[config.mk]
export PLATFORM = sky130hd
export DESIGN_NAME = c4_board_ctrl_flat
export DESIGN_NICKNAME = d
export VERILOG_FILES = /design/src/rtl/c4_pkg.sv /design/src/rtl/c4_board_ctrl_if.sv /design/src/rtl/c4_win_detect.sv /design/src/rtl/c4_board_ctrl.sv /design/src/flat_wrapper.sv
export SDC_FILE = /design/constraint.sdc
export NUM_CORES = 1
export LEC_CHECK = 0
export CORE_UTILIZATION = 35
export DETAILED_ROUTE_END_ITERATION = 6
export PLACE_DENSITY_LB_ADDON = 0.12
export SLEW_MARGIN = 5
export SYNTH_ARGS = -nofsm -noshare
export SYNTH_HDL_FRONTEND = slang
export SYNTH_HIERARCHICAL = 1
export SYNTH_SLANG_ARGS = --single-unit
[constraint.sdc]
create_clock -name clk -period 6.1 [get_ports clk]
set_input_delay 1.22 -clock clk [delete_from_list [all_inputs] [get_ports clk]]
set_output_delay 1.22 -clock clk [all_outputs]
set_load 0.01 [all_outputs]
[src/rtl/c4_pkg.sv]
// Shared constants, state encoding and grid indexing for the Connect-4 board controller.
package c4_pkg;

  localparam int ROWS   = 6;
  localparam int COLS   = 7;
  localparam int GRID_W = 2 * ROWS * COLS;

  localparam logic [1:0] CELL_EMPTY = 2'b00;
  localparam logic [1:0] CELL_HUMAN = 2'b01;
  localparam logic [1:0] CELL_AI    = 2'b10;

  localparam logic [1:0] WIN_NONE  = 2'b00;
  localparam logic [1:0] WIN_HUMAN = 2'b01;
  localparam logic [1:0] WIN_AI    = 2'b10;
  localparam logic [1:0] WIN_DRAW  = 2'b11;

  localparam logic [2:0] FULL_COUNT = 3'd6;

  typedef enum logic [2:0] {
    ST_HUMAN,
    ST_AI,
    ST_CHECK,
    ST_HANDOFF,
    ST_OVER
  } state_t;

  // Upper bit of the 2-bit cell field; column 0 sits at the high end of each row.
  function automatic logic [6:0] cell_idx(input logic [2:0] row, input logic [2:0] col);
    return 7'd13 - 7'({col, 1'b0}) + 7'(row) * 7'd14;
  endfunction

endpackage

[src/rtl/c4_board_ctrl_if.sv]
// Board controller bus: move requests from the human/AI side and the published board state.
interface c4_board_ctrl_if;
  import c4_pkg::*;

  logic              new_game;
  logic [2:0]        col_sel;
  logic              drop;
  logic              ai_move;
  logic [6:0]        ai_opt;
  logic [GRID_W-1:0] grid;
  logic [3*COLS-1:0] column_counts;
  logic              player;
  logic [1:0]        winner;
  logic              game_over;
  logic              illegal;

  modport master (
    output new_game, col_sel, drop, ai_move, ai_opt,
    input  grid, column_counts, player, winner, game_over, illegal
  );

  modport slave (
    input  new_game, col_sel, drop, ai_move, ai_opt,
    output grid, column_counts, player, winner, game_over, illegal
  );

endinterface

[src/rtl/c4_win_detect.sv]
// Combinational four-in-a-row detector over all 69 windows for one colour.
module c4_win_detect
  import c4_pkg::*;
(
  input  logic [GRID_W-1:0] grid,
  input  logic [1:0]        colour,
  output logic              win
);

  logic [ROWS-1:0][COLS-1:0] hit;

  for (genvar r = 0; r < ROWS; r++) begin : g_row
    for (genvar c = 0; c < COLS; c++) begin : g_col
      localparam int IDX = 13 - 2 * c + 14 * r;
      assign hit[r][c] = (grid[IDX -: 2] == colour);
    end
  end

  // Horizontal, vertical, rising and falling diagonal windows, each loop bounded to stay on the board.
  always_comb begin
    win = 1'b0;
    for (int r = 0; r < ROWS; r++)
      for (int c = 0; c <= COLS - 4; c++)
        if (hit[r][c] && hit[r][c+1] && hit[r][c+2] && hit[r][c+3]) win = 1'b1;
    for (int r = 0; r <= ROWS - 4; r++)
      for (int c = 0; c < COLS; c++)
        if (hit[r][c] && hit[r+1][c] && hit[r+2][c] && hit[r+3][c]) win = 1'b1;
    for (int r = 0; r <= ROWS - 4; r++)
      for (int c = 0; c <= COLS - 4; c++)
        if (hit[r][c] && hit[r+1][c+1] && hit[r+2][c+2] && hit[r+3][c+3]) win = 1'b1;
    for (int r = 0; r <= ROWS - 4; r++)
      for (int c = 3; c < COLS; c++)
        if (hit[r][c] && hit[r+1][c-1] && hit[r+2][c-2] && hit[r+3][c-3]) win = 1'b1;
  end

endmodule

[src/rtl/c4_board_ctrl.sv]
// Connect-4 board owner: applies human/AI moves, checks win/draw, hands the turn over.
// Define C4_AI_FALLBACK_EN to place illegal AI moves in the leftmost non-full column instead of re-requesting.
module c4_board_ctrl
  import c4_pkg::*;
#(
  parameter bit HUMAN_FIRST = 1'b1
) (
  input logic             clk,
  input logic             rst_n,
  c4_board_ctrl_if.slave  bus
);

  localparam state_t START_STATE  = HUMAN_FIRST ? ST_HUMAN : ST_AI;
  localparam logic   START_PLAYER = !HUMAN_FIRST;

  state_t                   state_q, state_d;
  logic [GRID_W-1:0]        grid_q, grid_d;
  logic [COLS-1:0][2:0]     counts_q, counts_d;
  logic                     player_q, player_d;
  logic [1:0]               winner_q, winner_d;
  logic [1:0]               mover_q, mover_d;
  logic                     illegal_q, illegal_d;

  logic                     win;
  logic                     board_full;
  logic [2:0]               human_cnt;
  logic [6:0]               ai_mod;
  logic [2:0]               ai_col;
  logic [3:0]               ai_row;
  logic [2:0]               ai_cnt;
  logic                     ai_legal;
  logic                     place_en;
  logic [2:0]               place_col;
  logic [2:0]               place_row;
  logic [1:0]               place_code;
`ifdef C4_AI_FALLBACK_EN
  logic [2:0]               fb_col;
  logic [2:0]               fb_cnt;
`endif

  c4_win_detect u_win_detect (
    .grid   (grid_q),
    .colour (mover_q),
    .win    (win)
  );

  // Column lookups go through loops so that col_sel=7 simply reads as a full column.
  always_comb begin
    human_cnt  = FULL_COUNT;
    ai_cnt     = FULL_COUNT;
    board_full = 1'b1;
    ai_mod     = bus.ai_opt % 7'd14;
    ai_col     = 3'((7'd13 - ai_mod) >> 1);
    ai_row     = 4'(bus.ai_opt / 7'd14);
    for (int c = 0; c < COLS; c++) begin
      if (bus.col_sel == 3'(c)) human_cnt = counts_q[c];
      if (ai_col == 3'(c))      ai_cnt    = counts_q[c];
      if (counts_q[c] != FULL_COUNT) board_full = 1'b0;
    end
    ai_legal = (bus.ai_opt <= 7'd83) && bus.ai_opt[0] &&
               ({1'b0, ai_cnt} == ai_row) && (ai_cnt < FULL_COUNT);
  end

`ifdef C4_AI_FALLBACK_EN
  always_comb begin
    fb_col = 3'd0;
    fb_cnt = FULL_COUNT;
    for (int c = COLS - 1; c >= 0; c--) begin
      if (counts_q[c] < FULL_COUNT) begin
        fb_col = 3'(c);
        fb_cnt = counts_q[c];
      end
    end
  end
`endif

  always_comb begin
    state_d    = state_q;
    grid_d     = grid_q;
    counts_d   = counts_q;
    player_d   = player_q;
    winner_d   = winner_q;
    mover_d    = mover_q;
    illegal_d  = 1'b0;
    place_en   = 1'b0;
    place_col  = 3'd0;
    place_row  = 3'd0;
    place_code = CELL_EMPTY;

    if (bus.new_game) begin
      state_d  = START_STATE;
      grid_d   = '0;
      counts_d = '0;
      player_d = START_PLAYER;
      winner_d = WIN_NONE;
      mover_d  = CELL_EMPTY;
    end else begin
      unique case (state_q)
        ST_HUMAN: begin
          if (bus.drop) begin
            if (human_cnt < FULL_COUNT) begin
              place_en   = 1'b1;
              place_col  = bus.col_sel;
              place_row  = human_cnt;
              place_code = CELL_HUMAN;
              state_d    = ST_CHECK;
            end else begin
              illegal_d = 1'b1;
            end
          end
        end
        ST_AI: begin
          if (bus.ai_move) begin
            if (ai_legal) begin
              place_en   = 1'b1;
              place_col  = ai_col;
              place_row  = ai_cnt;
              place_code = CELL_AI;
              state_d    = ST_CHECK;
            end else begin
              illegal_d = 1'b1;
`ifdef C4_AI_FALLBACK_EN
              place_en   = 1'b1;
              place_col  = fb_col;
              place_row  = fb_cnt;
              place_code = CELL_AI;
              state_d    = ST_CHECK;
`else
              player_d = 1'b0;
              state_d  = ST_HANDOFF;
`endif
            end
          end
        end
        // Player is held through CHECK; it only moves once the outcome is known.
        ST_CHECK: begin
          if (win) begin
            winner_d = mover_q;
            player_d = 1'b0;
            state_d  = ST_OVER;
          end else if (board_full) begin
            winner_d = WIN_DRAW;
            player_d = 1'b0;
            state_d  = ST_OVER;
          end else if (mover_q == CELL_HUMAN) begin
            player_d = 1'b1;
            state_d  = ST_AI;
          end else begin
            player_d = 1'b0;
            state_d  = ST_HUMAN;
          end
        end
        ST_HANDOFF: begin
          player_d = 1'b1;
          state_d  = ST_AI;
        end
        ST_OVER: begin
          player_d = 1'b0;
        end
        default: begin
          state_d = START_STATE;
        end
      endcase
    end

    if (place_en) begin
      grid_d[cell_idx(place_row, place_col) -: 2] = place_code;
      mover_d = place_code;
      for (int c = 0; c < COLS; c++)
        if (place_col == 3'(c)) counts_d[c] = counts_q[c] + 3'd1;
    end
  end

  always_ff @(posedge clk or negedge rst_n) begin
    if (!rst_n) begin
      state_q   <= START_STATE;
      grid_q    <= '0;
      counts_q  <= '0;
      player_q  <= START_PLAYER;
      winner_q  <= WIN_NONE;
      mover_q   <= CELL_EMPTY;
      illegal_q <= 1'b0;
    end else begin
      state_q   <= state_d;
      grid_q    <= grid_d;
      counts_q  <= counts_d;
      player_q  <= player_d;
      winner_q  <= winner_d;
      mover_q   <= mover_d;
      illegal_q <= illegal_d;
    end
  end

  assign bus.grid          = grid_q;
  assign bus.column_counts = counts_q;
  assign bus.player        = player_q;
  assign bus.winner        = winner_q;
  assign bus.game_over     = (state_q == ST_OVER);
  assign bus.illegal       = illegal_q;

endmodule
[src/flat_wrapper.sv]
// flat-port wrapper written by rule: the top's interface ports become plain ports
module c4_board_ctrl_flat import c4_pkg::*;
#(
  parameter bit HUMAN_FIRST = 1'b1
)
  (clk, rst_n, bus_new_game, bus_col_sel, bus_drop, bus_ai_move, bus_ai_opt, bus_grid, bus_column_counts, bus_player, bus_winner, bus_game_over, bus_illegal);
  c4_board_ctrl_if bus_i ();
  input logic clk;
  input logic rst_n;
  input wire logic [$bits(bus_i.new_game)-1:0] bus_new_game;
  input wire logic [$bits(bus_i.col_sel)-1:0] bus_col_sel;
  input wire logic [$bits(bus_i.drop)-1:0] bus_drop;
  input wire logic [$bits(bus_i.ai_move)-1:0] bus_ai_move;
  input wire logic [$bits(bus_i.ai_opt)-1:0] bus_ai_opt;
  output wire logic [$bits(bus_i.grid)-1:0] bus_grid;
  output wire logic [$bits(bus_i.column_counts)-1:0] bus_column_counts;
  output wire logic [$bits(bus_i.player)-1:0] bus_player;
  output wire logic [$bits(bus_i.winner)-1:0] bus_winner;
  output wire logic [$bits(bus_i.game_over)-1:0] bus_game_over;
  output wire logic [$bits(bus_i.illegal)-1:0] bus_illegal;
  assign bus_i.new_game = bus_new_game;
  assign bus_i.col_sel = bus_col_sel;
  assign bus_i.drop = bus_drop;
  assign bus_i.ai_move = bus_ai_move;
  assign bus_i.ai_opt = bus_ai_opt;
  assign bus_grid = bus_i.grid;
  assign bus_column_counts = bus_i.column_counts;
  assign bus_player = bus_i.player;
  assign bus_winner = bus_i.winner;
  assign bus_game_over = bus_i.game_over;
  assign bus_illegal = bus_i.illegal;
  c4_board_ctrl #(.HUMAN_FIRST(HUMAN_FIRST)) u_core (.clk(clk), .rst_n(rst_n), .bus(bus_i));
endmodule
==> run_results.csv <==
group,metric,value,unit
global_route,grt_max_degree,94,
worst_hold_path,hold_path_class,"reg2reg",
worst_setup_path,critPathLaunch,"bus_ai_opt[3]",
pwr,power.sequential.fraction,30.2,%
timing,drv_slew,0,
drt,totalWireLength,44.01,mm
cts,cts-buffers-inserted,17,
timing,setup_violations,84,
timing,hold_viol,0,
drt,post-route-drc-count,0,
cts,clkSinkCount,114,
cts,cts-root-buf,"clkbuf_16",
logic_synthesis,syn_inst,1212,
placed_design,dp_hpwl,30.88,mm
cells_and_area,final_cell_mix,"179 x buf_4, 120 x nand2_1, 116 x clkdlybuf4s50_1, 112 x dfrtp_1, 65 x nand3_1",
global_route,antenna_found_initial,0,
pwr,netSwitchingPower,895.3,µW
floorplanning,dieArea,0.03055,mm²
outcome,status,"complete, but fails checks",
worst_setup_path,crit_fanout,7,
timing,setup_ws,-1.399,ns
worst_setup_path,reg2regPathDepth,23,
timing,period_minus_slack,7.499,ns
worst_setup_path,arrival,7.82,ns
logic_synthesis,netlist_area,0.01045,mm²
worst_setup_path,cp-end-kind,"flip-flop",
cells_and_area,nets,1543,
pwr,swShare,33.44,%
placed_design,place_congestion,0.9308,
worst_setup_path,startpoint_type,"input pin",
logic_synthesis,syn_nets,1266,
timing,layout_worst_path_cycle_share,122.9,%
cells_and_area,final_common_cell,"buf_4",
floorplanning,die_x,174.8,µm
cts,path_clk_slew,0.06,ns
timing,rsz0062_at_grt,"yes",
pwr,clkPwrFrac,36.8,%
cells_and_area,fin_area,0.01571,mm²
cells_and_area,diodes,0,
cells_and_area,area_growth,50.35,%
placed_design,place_area,0.01357,mm²
floorplanning,io_pins,125,
logic_synthesis,synth_top_flop_cell,"dfrtp_1",
drt,drtAntennaViolNets,0,
cts,cts_max_level,4,
worst_setup_path,rr_startpoint,"u_core/bus.column_counts[8]$_DFF_PN0_",
pwr,finalPower,2677,µW
global_route,grtUsageTotal,27.90,%
cells_and_area,drive_above_1_share,30.78,%
logic_synthesis,synth-edff-count,0,
worst_setup_path,critical_path_required,6.42,ns
outcome,violations,"negative setup slack",
worst_setup_path,regToRegSetupSlack,0.74,ns
drt,wl_per_cell,23.35,µm
pwr,vdd_drop_max,0.1730,mV
worst_setup_path,worstSetupPathType,"in2reg",
logic_synthesis,ys_ff_latch,114,
timing,fmax,133.4,MHz
cells_and_area,fill_cells,2553,
pwr,intPower,1782,µW
logic_synthesis,seq_area_frac_synth,27.30,%
logic_synthesis,yosysWarnings,6,
drt,dr.pass1.iters,5,
run,maxCapViolCount,0,
floorplanning,die_y,174.8,µm
cells_and_area,fin_cells,1885,
drt,routed_via_density,6.087,
logic_synthesis,ys_types,93,
pwr,p_per_area,170.4,mW/mm²
pwr,comb_power_share,33.1,%
timing,slew_headroom,32.24,%
floorplanning,start_util,36.01,%
timing,fin_worst_skew,0.009828,ns
cts,cts_tree,"done",
drt,drt_first_iter_violations,1236,
drt,num_vias,11470,
cts,insertion_delay,0.42,ns
logic_synthesis,synth-async-reset-ratio,100.0,%
placed_design,io_buffers,124,
global_route,grt_pass1_wl,65.72,mm
worst_hold_path,holdPathStages,2,
pwr,leakagePower,0.006439,µW
global_route,first_global_vias,10580,
placed_design,dp_cells,1790,
floorplanning,row_count,62,
worst_setup_path,worstReg2RegEnd,"u_core/bus.grid[20]$_DFF_PN0_",
logic_synthesis,syn_avg_cell_area,8.621,µm²
floorplanning,core_area,0.02901,mm²
worst_setup_path,endpoint,"u_core/bus.grid[20]$_DFF_PN0_",
worst_setup_path,slowest_stage,"fa_1",
timing,worstMarginPinSlew,1.016,ns
cts,clock_path_buffers,2,
global_route,gr-total-overflow,0,
worst_setup_path,max_stage_delay,0.51,ns
[sequential cells by signal, summed over array words and instances (netlist names)]
name,cells
u_core/bus.illegal,1
u_core/bus.player,1
u_core/bus.grid,84
u_core/bus.column_counts,21
u_core/mover_q,2
u_core/bus.winner,2
u_core/state_q,3
[layer usage]
layer / up-vias / wire length, µm / GRT usage [%]
met2: 543 / 19280 / 40.94
met4: 0 / 950 / 7.101
met3: 78 / 3667 / 4.613
met1: 5687 / 20110 / 41.93
met5: - / 0 / 0
li1: 5166 / - / -
[stage by stage]
stage | hold WS [ns] | utilization [%] | worst slack [ns] | setup TNS [ns]
finish | 0.5232 | 54.15 | -1.399 | -108.01
floorplan | 0.5340 | - | -2.138 | -169.48
CTS | 0.5274 | 51.81 | -1.265 | -100.75
global route | 0.5573 | 54.15 | -1.737 | -137.73
global placement | 0.5146 | 46.77 | -2.378 | -186.03
detailed placement | 0.5186 | 46.77 | -2.522 | -206.49
[Yosys cell counts (9+ instances only)]
library cell  count  share of area, %
a2111oi_2        22               3.2
a211oi_1         27               1.9
a21oi_1          42               2.0
a22o_1            9              0.75
a22oi_1          36               2.6
and2_1           11              0.66
and3_1           12              0.72
buf_2            16              0.77
buf_6            16               1.7
clkbuf_1         49               1.8
dfrtp_1         114                27
ha_1             35               4.2
inv_1            32               1.1
mux2i_1          16               1.5
nand2_1         128               4.6
nand2b_1          9              0.54
nand3_1          73               3.5
nand4_1          35               2.1
nor2_1           58               2.1
nor2b_1          12              0.72
nor3_1           19              0.91
o211ai_1         10              0.72
o21ai_0          22               1.1
o22ai_1          28               1.7
o2bb2ai_1        52               4.4
o31ai_1          13              0.93
o32ai_1          11              0.92
or3_1            46               2.8
or4_1            12              0.86
xnor2_1          26               2.2
xor2_1           63               5.3
[power groups by stage]
stage	sequential, µW	combinational [µW]	clock, µW
global route	810	939	1030
floorplan	797	456	0
finish	808	885	984
global placement	818	720	0
CTS	806	812	996
detailed placement	819	724	0
[timing repair]
action | in CTS | in global routing
gates resized for setup | 108 | 94
endpoints found under the setup margin | 104 | 89
hold buffers | 0 | 0
gates cloned | 7 | 4
pin swaps | 91 | 59
buffers inserted | 36 | 20
[logic make-up after synthesis]
| kind of cell | Yosys count | synth area share [%] |
|---|---|---|
| flip-flops | 114 | 27.30 |
| multiplexers | 20 | 2.000 |
| XOR/XNOR | 94 | 8.239 |
| buffers and inverters | 131 | 6.598 |
| AND/OR/NAND/NOR | 449 | 21.97 |
| AO/OA/AOI/OAI | 363 | 28.73 |
| adder cells (fa/ha/maj) | 41 | 5.161 |
[layout make-up]
type,instances,area (µm²),share of cell area (%)
clock buffers,21,460.4,2.931
clock inverters,10,110.1,0.7009
inverters,35,136.4,0.8681
multi-input cells,967,8183,52.09
flip-flops and latches,114,2860,18.21
well taps,384,480.5,3.058
repair buffers,354,3480,22.15
[worst max-delay path: cells and delay by family]
family	cells	cell delay, ns
AO/OA/AOI/OAI	12	2.03
adder cells (fa/ha/maj)	6	1.85
AND/OR/NAND/NOR	7	1.26
buffers and inverters	11	1.19
XOR/XNOR	2	0.21
multiplexers	1	0.06
[worst min-delay path by stage]
stage / startpoint / endpoint / slack, ns
floorplan: u_core/mover_q[1]$_DFFE_PN0P_ / u_core/mover_q[1]$_DFFE_PN0P_ / 0.53
global placement: u_core/bus.winner[0]$_DFFE_PN0P_ / u_core/bus.winner[0]$_DFFE_PN0P_ / 0.51
detailed placement: u_core/bus.winner[0]$_DFFE_PN0P_ / u_core/bus.winner[0]$_DFFE_PN0P_ / 0.52
CTS: u_core/bus.winner[0]$_DFFE_PN0P_ / u_core/bus.winner[0]$_DFFE_PN0P_ / 0.53
global route: u_core/bus.winner[0]$_DFFE_PN0P_ / u_core/bus.winner[0]$_DFFE_PN0P_ / 0.56
finish: u_core/bus.winner[1]$_DFFE_PN0P_ / u_core/bus.winner[1]$_DFFE_PN0P_ / 0.52
Note: power is estimated with default switching activity, not from simulation.
